--- src/rtl/aes128_rand_pair_dist_if.sv ---
// Handshake bundle for the randomness pair distributor.
// Optional abort_i exists only when AES128_PAIR_DIST_ABORT_EN is defined.
//
// Valid/ready rule used on both streams: a word transfers on a rising clock edge
// exactly when valid and ready are both high in the cycle before that edge. The
// producer holds data stable while valid is high and ready is low. The
// distributor's in_ready_o depends combinationally on out_ready_i only.
interface aes128_rand_pair_dist_if #(
    parameter int NUM_SHARES = 3,
    parameter int WIDTH      = 8
);
    localparam int N_QUAD = NUM_SHARES * (NUM_SHARES - 1) / 2;
    localparam int IW_RAW = $clog2(NUM_SHARES);
    localparam int KW_RAW = $clog2(N_QUAD);
    localparam int IW     = (IW_RAW < 1) ? 1 : IW_RAW;
    localparam int KW     = (KW_RAW < 1) ? 1 : KW_RAW;

    logic             start_i;
    logic [WIDTH-1:0] in_rand_i;
    logic             in_valid_i;
    logic             in_ready_o;
    logic [WIDTH-1:0] out_rand_o;
    logic [IW-1:0]    out_i_o;
    logic [IW-1:0]    out_j_o;
    logic [KW-1:0]    out_k_o;
    logic             out_last_o;
    logic             out_valid_o;
    logic             out_ready_i;
    logic             busy_o;
    logic             done_o;
    logic [1:0]       state_o;
`ifdef AES128_PAIR_DIST_ABORT_EN
    logic             abort_i;
`endif

    modport slave (
        input  start_i, in_rand_i, in_valid_i, out_ready_i,
`ifdef AES128_PAIR_DIST_ABORT_EN
        input  abort_i,
`endif
        output in_ready_o, out_rand_o, out_i_o, out_j_o, out_k_o,
        output out_last_o, out_valid_o, busy_o, done_o, state_o
    );

    modport master (
        output start_i, in_rand_i, in_valid_i, out_ready_i,
`ifdef AES128_PAIR_DIST_ABORT_EN
        output abort_i,
`endif
        input  in_ready_o, out_rand_o, out_i_o, out_j_o, out_k_o,
        input  out_last_o, out_valid_o, busy_o, done_o, state_o
    );
endinterface

--- src/rtl/aes128_rand_pair_dist.sv ---
// Randomness distributor for the masked AES datapath.
// Walks all unordered share pairs (i,j), i<j, in dense order
// (0,1),(0,2)..(0,N-1),(1,2)..(N-2,N-1) and tags each accepted fresh-random
// word with its pair and running index k. One batch per start_i.
// Optional feature: define AES128_PAIR_DIST_ABORT_EN to add abort_i, which
// drops the batch in RUN/DRAIN without a done_o pulse.
// state_o exposes the FSM encoding: 0 IDLE, 1 RUN, 2 DRAIN.
module aes128_rand_pair_dist #(
    parameter int NUM_SHARES = 3,
    parameter int WIDTH      = 8
) (
    input logic                   clk_i,
    input logic                   rst_i,
    aes128_rand_pair_dist_if.slave bus
);
    localparam int N_QUAD = NUM_SHARES * (NUM_SHARES - 1) / 2;
    localparam int IW_RAW = $clog2(NUM_SHARES);
    localparam int KW_RAW = $clog2(N_QUAD);
    localparam int IW     = (IW_RAW < 1) ? 1 : IW_RAW;
    localparam int KW     = (KW_RAW < 1) ? 1 : KW_RAW;

    if (NUM_SHARES < 2) begin : g_bad_num_shares
        $error("aes128_rand_pair_dist: NUM_SHARES must be >= 2");
    end

    typedef enum logic [1:0] {
        IDLE  = 2'd0,
        RUN   = 2'd1,
        DRAIN = 2'd2
    } state_t;

    state_t           state_q;
    state_t           state_d;

    logic [IW-1:0]    i_q;
    logic [IW-1:0]    j_q;
    logic [KW-1:0]    k_q;

    logic [WIDTH-1:0] out_rand_q;
    logic [IW-1:0]    out_i_q;
    logic [IW-1:0]    out_j_q;
    logic [KW-1:0]    out_k_q;
    logic             out_last_q;
    logic             out_valid_q;
    logic             done_q;

    logic             busy;
    logic             in_ready;
    logic             accept;
    logic             out_hs;
    logic             k_last;
    logic             j_top;
    logic             abort;

`ifdef AES128_PAIR_DIST_ABORT_EN
    // Abort only has meaning while a batch is in flight.
    assign abort = bus.abort_i && (state_q != IDLE);
`else
    assign abort = 1'b0;
`endif

    assign accept = bus.in_valid_i && in_ready;
    assign out_hs = out_valid_q && bus.out_ready_i;
    assign k_last = (k_q == KW'(N_QUAD - 1));
    assign j_top  = (j_q == IW'(NUM_SHARES - 1));

    // State register.
    always_ff @(posedge clk_i) begin
        if (rst_i) begin
            state_q <= IDLE;
        end else begin
            state_q <= state_d;
        end
    end

    // Next-state: start opens a batch, the last accept drains, the last output handshake closes it.
    always_comb begin
        state_d = state_q;
        case (state_q)
            IDLE:    if (bus.start_i) state_d = RUN;
            RUN:     if (accept && k_last) state_d = DRAIN;
            DRAIN:   if (out_hs && out_last_q) state_d = IDLE;
            default: state_d = IDLE;
        endcase
        if (abort) state_d = IDLE;
    end

    // State-derived outputs; the input side opens whenever the output register can take a word.
    always_comb begin
        busy     = (state_q != IDLE);
        in_ready = (state_q == RUN) && (!out_valid_q || bus.out_ready_i);
    end

    // Pair walker: step (i,j,k) on every accepted word, back to (0,1,0) after the final pair.
    always_ff @(posedge clk_i) begin
        if (rst_i || abort) begin
            i_q <= '0;
            j_q <= IW'(1);
            k_q <= '0;
        end else if (accept) begin
            if (k_last) begin
                i_q <= '0;
                j_q <= IW'(1);
                k_q <= '0;
            end else begin
                if (j_top) begin
                    i_q <= i_q + IW'(1);
                    j_q <= i_q + IW'(2);
                end else begin
                    j_q <= j_q + IW'(1);
                end
                k_q <= k_q + KW'(1);
            end
        end
    end

    // Output register: load word with pre-step tag on accept, clear valid on a lone handshake.
    always_ff @(posedge clk_i) begin
        if (rst_i) begin
            out_rand_q  <= '0;
            out_i_q     <= '0;
            out_j_q     <= '0;
            out_k_q     <= '0;
            out_last_q  <= 1'b0;
            out_valid_q <= 1'b0;
        end else if (abort) begin
            out_valid_q <= 1'b0;
        end else if (accept) begin
            out_rand_q  <= bus.in_rand_i;
            out_i_q     <= i_q;
            out_j_q     <= j_q;
            out_k_q     <= k_q;
            out_last_q  <= k_last;
            out_valid_q <= 1'b1;
        end else if (out_hs) begin
            out_valid_q <= 1'b0;
        end
    end

    // Completion pulse one cycle after the last pair leaves; an abort suppresses it.
    always_ff @(posedge clk_i) begin
        if (rst_i) begin
            done_q <= 1'b0;
        end else begin
            done_q <= !abort && (state_q == DRAIN) && out_hs && out_last_q;
        end
    end

    assign bus.in_ready_o  = in_ready;
    assign bus.out_rand_o  = out_rand_q;
    assign bus.out_i_o     = out_i_q;
    assign bus.out_j_o     = out_j_q;
    assign bus.out_k_o     = out_k_q;
    assign bus.out_last_o  = out_last_q;
    assign bus.out_valid_o = out_valid_q;
    assign bus.busy_o      = busy;
    assign bus.done_o      = done_q;
    assign bus.state_o     = state_q;
endmodule

--- src/flat_wrapper.sv ---
// flat-port wrapper written by rule: the top's interface ports become plain ports
module aes128_rand_pair_dist_flat 
#(
    parameter int NUM_SHARES = 3,
    parameter int WIDTH      = 8
)
  (clk_i, rst_i, bus_start_i, bus_in_rand_i, bus_in_valid_i, bus_out_ready_i, bus_in_ready_o, bus_out_rand_o, bus_out_i_o, bus_out_j_o, bus_out_k_o, bus_out_last_o, bus_out_valid_o, bus_busy_o, bus_done_o, bus_state_o);
  aes128_rand_pair_dist_if #(.NUM_SHARES(NUM_SHARES), .WIDTH(WIDTH)) bus_i ();
  input logic clk_i;
  input logic rst_i;
  input wire logic [$bits(bus_i.start_i)-1:0] bus_start_i;
  input wire logic [$bits(bus_i.in_rand_i)-1:0] bus_in_rand_i;
  input wire logic [$bits(bus_i.in_valid_i)-1:0] bus_in_valid_i;
  input wire logic [$bits(bus_i.out_ready_i)-1:0] bus_out_ready_i;
  output wire logic [$bits(bus_i.in_ready_o)-1:0] bus_in_ready_o;
  output wire logic [$bits(bus_i.out_rand_o)-1:0] bus_out_rand_o;
  output wire logic [$bits(bus_i.out_i_o)-1:0] bus_out_i_o;
  output wire logic [$bits(bus_i.out_j_o)-1:0] bus_out_j_o;
  output wire logic [$bits(bus_i.out_k_o)-1:0] bus_out_k_o;
  output wire logic [$bits(bus_i.out_last_o)-1:0] bus_out_last_o;
  output wire logic [$bits(bus_i.out_valid_o)-1:0] bus_out_valid_o;
  output wire logic [$bits(bus_i.busy_o)-1:0] bus_busy_o;
  output wire logic [$bits(bus_i.done_o)-1:0] bus_done_o;
  output wire logic [$bits(bus_i.state_o)-1:0] bus_state_o;
  assign bus_i.start_i = bus_start_i;
  assign bus_i.in_rand_i = bus_in_rand_i;
  assign bus_i.in_valid_i = bus_in_valid_i;
  assign bus_i.out_ready_i = bus_out_ready_i;
  assign bus_in_ready_o = bus_i.in_ready_o;
  assign bus_out_rand_o = bus_i.out_rand_o;
  assign bus_out_i_o = bus_i.out_i_o;
  assign bus_out_j_o = bus_i.out_j_o;
  assign bus_out_k_o = bus_i.out_k_o;
  assign bus_out_last_o = bus_i.out_last_o;
  assign bus_out_valid_o = bus_i.out_valid_o;
  assign bus_busy_o = bus_i.busy_o;
  assign bus_done_o = bus_i.done_o;
  assign bus_state_o = bus_i.state_o;
  aes128_rand_pair_dist #(.NUM_SHARES(NUM_SHARES), .WIDTH(WIDTH)) u_core (.clk_i(clk_i), .rst_i(rst_i), .bus(bus_i));
endmodule
--- config.mk ---
export PLATFORM = sky130hd
export DESIGN_NAME = aes128_rand_pair_dist_flat
export DESIGN_NICKNAME = d
export VERILOG_FILES = /design/src/rtl/aes128_rand_pair_dist_if.sv /design/src/rtl/aes128_rand_pair_dist.sv /design/src/flat_wrapper.sv
export SDC_FILE = /design/constraint.sdc
export NUM_CORES = 1
export LEC_CHECK = 0
export CAP_MARGIN = 20
export CORE_UTILIZATION = 46
export CTS_CLUSTER_SIZE = 16
export DETAILED_ROUTE_END_ITERATION = 8
export GPL_TIMING_DRIVEN = 0
export PLACE_DENSITY = 0.83
export SLEW_MARGIN = 20
export SYNTH_ARGS = -nofsm -noshare
export SYNTH_HDL_FRONTEND = slang
export SYNTH_SLANG_ARGS = --single-unit
--- constraint.sdc ---
create_clock -name clk_i -period 2.3 [get_ports clk_i]
set_input_delay 0.46 -clock clk_i [delete_from_list [all_inputs] [get_ports clk_i]]
set_output_delay 0.46 -clock clk_i [all_outputs]
set_load 0.05 [all_outputs]
==> results by group, run 1 <==
Route
  – Vias: 894
  – WL final: 2150 um
  – Number of detailed-route iterations in the first pass: 4
  – Average wire per standard cell: 11.9 um
  – # DRC: 0
  – Metal2 WL: 989 um
  – DR vias/cell: just under 5
  – Initial drt markers: 30
  – Met1 WL: 1010 um
  – Met3 Wirelength: ~96 um
  – Top Layer Used: met4
  – ANT nets after route: 0

Cells and area
  – Antenna diodes: 0
  – Cell Count, Final, Fillers Out: 180
  – Number of fill cells: 177
  – Fin nets: 167
  – Synth-to-Final Area Change: 39.4%
  – Share of cells above drive strength 1: between 5 and 6%

Synth
  – Async SR Flop Fraction: 0%
  – Syn avg cell area: 8.25 um2
  – Post-synthesis sequential area ratio: 51.9%
  – Synth area leader: dfxtp_1
  – Post-Syn Instances: roughly 120
  – Adder-Cell Fraction of Synth Area: 0%
  – Most common cell in the netlist: nand2_1
  – Yosys reg bits: 25
  – Mux share of post-synthesis cell area: 0%
  – Synth Area in Compound Gates: 15.7%
  – Unique masters post-synth: 24
  – Largest family of logic cells by synthesized area: simple AND/OR/NAND/NOR gates
  – Warnings, synthesis: 0
  – Synth Cell Area: about 960 um2
  – Simple-gate share of the synthesized area: 28.7%
  – XOR/XNOR Fraction of Synth Area: 0%
  – Yosys top cell area share: roughly half
  – Post-synth EDFFs: 0
  – Synth top cells by count: nand2_1, dfxtp_1, a21oi_1
  – Post-synth top flop: dfxtp_1
  – Synthesized net count: 130
  – Area contributors post-synth: dfxtp_1, nand2_1, a21oi_1, clkbuf_1, or4b_1

Clock network
  – Num CTS Buffers: 3
  – Num Clock Sinks: 25
  – Clock transition at the registers of the reported paths: 0.13 ns
  – H-tree levels: 1
  – # resized after CTS: 1
  – Later-pin clock latency in the skew report: 0.32 ns
  – # hold bufs at CTS: 0
  – CTS root buffer: clkbuf_4
  – CTS tree: done
  – Post-CTS setup buffers: 0
  – Clk buf depth: 2

Setup path
  – Worst EP arrival: 1.77 ns
  – Worst path slowest cell: clkdlybuf4s15_1
  – Max stage delay on crit path: 0.49 ns
  – Startpoint types: primary input
  – Crit path buf inv count: 2
  – CP Capture Type: primary output
  – Max FO, Critical Path: 4
  – Family with the most delay on the worst path: buffers and inverters
  – Required time of the critical path: 1.84 ns
  – CP cell instances: clkdlybuf4s50_1 > nand2b_1 > and2_1 > clkdlybuf4s15_1
  – Worst Setup Path Type: primary input to primary output

GRT
  – Initial antenna violation count: 0
  – First-pass GRT wire length: 3150 um
  – Vias in the first global route: 730
  – Gr usage total: 20.2%
  – Total grt overflow: 0
  – Largest net degree at the start of global routing: 14

Job
  – Max Cap Viol: 0

Timing
  – Unrepaired setup endpoints after global routing: false
  – Clock Skew: 0.00350 ns
  – Final min period: 2.23 ns
  – Final hold vios: 0
  – Worst slew pin tran: a little over 0.5 ns
  – Max Transition Viols Final: 0
  – Slew HR: between 60% and 70%
  – Setup TNS: 0 ns
  – Fmax: 0.449 GHz
  – Final setup violation count: 0
  – Period utilisation layout: 96.9%

Min path
  – HP Class: primary input to flop

Outcome
  – Outcome: completed

Power
  – Cell Pwr Density: 592 nW/um2
  – Maximum vdd drop: 0.000324 V
  – LEAKAGE: roughly 0.00046 uW
  – Power, Total: 796 uW

Placed design
  – Port buffer count: 32
  – Post-detail-place hpwl: 1540 um
  – DP Cell Count: approximately 180
  – GPL Wtd Cong: 0.738

Die
  – Core Area: 1960 um2
  – Die height: 47.8 um
  – Full die area: 2280 um2
  – Cell Rows: 16
  – IO Pins: 34
  – Die Wd: 47.8 um
  – Starting density of the core: 49.2%
layer usage:
metal | vias up | global-route usage (%)
met5 | - | 0
met4 | 0 | 11.7
met3 | 5 | 3.40
met2 | 30 | 34.6
met1 | 396 | 23.7
li1 | 463 | -
layout by cell type, fill, tap and decap left out, drive strengths merged, types with 2 or more instances in the layout:
cell,synthesis,final
nand3b,2,2
nor2,3,3
nor3,2,2
buf,2,2
nand2,33,33
clkbuf,6,10
nand3,2,2
a21oi,24,24
nor2b,3,3
or4b,2,2
dfxtp,25,25
o21ai,3,3
clkdlybuf4s50,0,31
kinds of logic after synthesis:
| family | count (synthesis) |
|---|---|
| simple gates | 54 |
| flops | 25 |
| buf+inv | 9 |
| compound gates | 29 |
power breakdown:
group	total, uW	switching (uW)	internal, uW	leakage (uW)
Clock	201	133	68.1	0.0000150
Sequential	457	10.3	447	0.000203
Combinational	138	83.4	54.8	0.000240
Total	796	226	570	0.000458
flip-flops by register name, indices dropped and copies added, names as in the netlist:
name                    count
u_core.i_q                  2
u_core.bus.out_last_o       1
u_core.bus.state_o          2
u_core.k_q                  2
u_core.bus.out_k_o          2
u_core.bus.out_valid_o      1
u_core.bus.done_o           1
u_core.bus.out_j_o          2
u_core.bus.out_rand_o       8
u_core.bus.out_i_o          2
u_core.j_q                  2
stage by stage:
stage | worst slack [ns] | util [%] | area (um2) | hold slack (ns)
2_1_floorplan | 0.455 | - | 965 | 0.450
3_3_place_gp | -0.222 | 67.2 | 1320 | 0.441
3_5_place_dp | -0.241 | 67.2 | 1320 | 0.446
4_1_cts | 0.0400 | 68.5 | 1340 | 0.434
5_1_grt | 0.0241 | 68.6 | 1350 | 0.484
6_report | 0.0705 | 68.6 | 1350 | 0.437
path summary, 6_finish.rpt:
| kind | from | to | slack [ns] | cells after the start |
|---|---|---|---|---|
| max | bus_out_ready_i | bus_in_ready_o | 0.07 | 4 |
| min | rst_i | u_core.bus.out_rand_o[0] | 0.44 | 2 |
| max reg2reg | u_core.bus.state_o[0] | u_core.bus.out_i_o[1] | 0.80 | 6 |
| min reg2reg | u_core.bus.out_i_o[0] | u_core.bus.out_i_o[0] | 0.46 | 2 |
area by class of cell:
| type | count | area, um2 | area share (%) |
|---|---|---|---|
| Tap cell | 27 | 33.8 | 2.51 |
| Clock buffer | 4 | 26.3 | 1.95 |
| Timing Repair Buffer | 32 | 320 | 23.8 |
| Multi-Input combinational cell | 83 | 428 | 31.8 |
| Buffer | 8 | 32.5 | 2.42 |
| Inverter | 1 | 3.75 | 0.279 |
| Sequential cell | 25 | 500 | 37.2 |
(Power assumes the default switching activity.)
==> inputs of run 2 (changes only) <==
- CORE_UTILIZATION: 46 -> 40
- PLACE_DENSITY: 0.83 -> 0.73
==> run 2 against run 1 <==
Compared with the run above:
- non-clock buffer count unchanged
- utilization decreased by 8.5 points
- first-iteration DRC count is 57% lower
- cell count increased by 0.56%
- clock power shrank 4%
- critical path depth down 2
- total power shrank 1.1%
- sequential share of layout area is 0.10 points higher
- clock skew fell by 0.0027 ns
- worst setup slack gained 0.060 ns
- critical endpoint is now bus_busy_o
==> results by group, run 2 (synthesized netlist as in run 1, its figures left out) <==
Power
  – Comb pwr share: 17.4% (about the same)
  – Seq pwr share: 58.2% (+0.8 points)
  – Clock Power Share: 24.4% (-0.8 points)
  – Cell Pwr Density: 587 nW/um2 (-0.85%)
  – Maximum vdd drop: 0.000311 V (-4.2%)
  – Sw Share: 27.8% (-0.67 points)
  – LEAKAGE: 0.000458 uW (about the same)
  – Switching pwr: 219 uW (-3.5%)
  – Int Pwr: 569 uW (-0.19%)

Die
  – IO Pins: 34 (unchanged)
  – Cell Rows: 17 (+1)
  – Die Wd: 51.1 um (+6.9%)
  – Full die area: 2610 um2 (+14%)
  – Die height: 51.1 um (+6.9%)
  – Starting density of the core: 43.2% (-6.0 points)
  – Core Area: 2230 um2 (+14%)

GRT
  – First-pass GRT wire length: 3660 um (+16%)
  – Gr usage total: 18.7% (-1.5 points)
  – Vias in the first global route: 833 (+14%)
  – Total grt overflow: 0 (unchanged)
  – Initial antenna violation count: 0 (unchanged)
  – Largest net degree at the start of global routing: 14 (unchanged)

Job
  – Max Cap Viol: 0 (unchanged)

Setup path
  – Max FO, Critical Path: 6 (+2)
  – Required time of the critical path: 1.84 ns (about the same)
  – CP cell instances: or2_2 > clkdlybuf4s50_1
  – Worst path slowest cell: clkdlybuf4s50_1
  – Worst EP arrival: 1.71 ns (-0.06 ns)
  – Crit path buf inv count: 1 (-1)
  – Worst Setup Path Type: flop to primary output
  – CP Capture Type: primary output
  – Family with the most delay on the worst path: buffers and inverters
  – Startpoint types: flop
  – Max stage delay on crit path: 0.78 ns (+0.29 ns)

Timing
  – Slew HR: 66.3% (+0.76 points)
  – Clock Skew: 0.000763 ns (-0.00274 ns)
  – Final hold vios: 0 (unchanged)
  – Unrepaired setup endpoints after global routing: false
  – Setup TNS: 0 ns (unchanged)
  – Fmax: 0.461 GHz (+2.8%)
  – Period utilisation layout: 94.3% (-2.6 points)
  – Max Transition Viols Final: 0 (unchanged)
  – Setup slack after layout: 0.130 ns (+0.0598 ns)
  – Final min period: 2.17 ns (-0.0598 ns)
  – Worst slew pin tran: 0.505 ns (-0.0114 ns)
  – Final setup violation count: 0 (unchanged)

Placed design
  – Post-detail-place hpwl: 1530 um (-0.99%)
  – GPL Wtd Cong: 0.733 (-0.58%)
  – Dpl ws: -0.229 ns (+0.0122 ns)
  – Port buffer count: 32 (unchanged)

Cells and area
  – Number of fill cells: 209 (+18%)
  – Commonest non-fill, non-tap cell in the layout: nand2_1
  – Synth-to-Final Area Change: 39.0%
  – Share of cells above drive strength 1: 5.88% (+0.65 points)
  – Antenna diodes: 0 (unchanged)
  – Fin nets: 167 (unchanged)
  – Max reg flops: 8 (unchanged)
  – Commonest cells after routing, fill and taps aside: nand2_1, clkdlybuf4s50_1, dfxtp_1

Clock network
  – Clk buf depth: 2 (unchanged)
  – CTS root buffer: clkbuf_4
  – Num CTS Buffers: 3 (unchanged)
  – CTS tree: done
  – Clock transition at the registers of the reported paths: 0.13 ns (about the same)
  – Num Clock Sinks: 25 (unchanged)
  – Later-pin clock latency in the skew report: 0.31 ns (about the same)
  – H-tree levels: 1 (unchanged)

Route
  – Initial drt markers: 13 (-57%)
  – Vias: 900 (+0.67%)
  – ANT nets after route: 0 (unchanged)
  – Number of detailed-route iterations in the first pass: 5 (+1)
  – # DRC: 0 (unchanged)
  – Average wire per standard cell: 12.0 um (+0.65%)
  – DR vias/cell: 4.97 (+0.11%)
  – WL final: 2180 um (+1.2%)

Outcome
  – Outcome: completed

Min path
  – HP Class: flop to flop
==> run 2: cell count changes in the layout (fill, tap and decap cells not counted), sizes merged <==
cell           previous run  this run
clkbuf                   10        11
clkdlybuf4s15             1         0
==> run 2: path summary, 6_finish.rpt <==
kind                                               start                        to  slack [ns]  cells past startpoint
worst min-delay path            u_core.bus.out_rand_o[6]  u_core.bus.out_rand_o[6]        0.46                      2
worst max-delay path               u_core.bus.state_o[1]                bus_busy_o        0.13                      2
worst min register to register  u_core.bus.out_rand_o[6]  u_core.bus.out_rand_o[6]        0.46                      2
worst max register to register     u_core.bus.state_o[0]     u_core.bus.out_j_o[1]        0.77                      6
==> run 2: worst min-delay path, cell delays in order (launching register included) <==
cell and delay, ns:
dfxtp_1 0.33, nand2_1 0.05, a21oi_1 0.05
==> run 2: layout make-up <==
class / instances / area, um2 / share of cell area [%]
sequential: 25 / 500 / 37.3
inverter: 1 / 3.75 / 0.280
tap: 28 / 35.0 / 2.61
timing repair buffer: 32 / 315 / 23.5
buffer: 8 / 32.5 / 2.43
multi-input combinational: 83 / 428 / 31.9
clock buffer: 4 / 26.3 / 1.96
==> run 2: stage by stage <==
step                power [uW]  utilization [%]  instance area (um2)  hold WS (ns)  std cells
floorplan                  551                -                  965         0.450        117
global placement           603             59.1                 1320         0.441        177
detailed placement         606             59.1                 1320         0.448        177
CTS                        792             60.2                 1350         0.459        181
global route               821             60.1                 1340         0.488        181
finish                     787             60.1                 1340         0.462        181
==> run 2: power groups by stage <==
stage	Combinational, uW	Clock, uW	Sequential (uW)
after floorplan	51.2	0	499
after global routing	147	214	460
final	137	192	458
after detailed placement	139	0	467
after CTS	138	196	458
after global placement	137	0	466
==> run 2: metal layers <==
metal	track usage (%)	up-vias	share of wire, %
li1	-	467	-
met3	3.27	2	4.3
met4	8.33	0	0.64
met1	23.7	413	47
met2	30.9	18	48
met5	0	-	0
==> run 2: timing repair <==
item	CTS	global route
gates resized for setup	1	2
gates cloned	0	0
hold buffers	0	0
setup endpoints to repair	1	1
buffers inserted	0	0
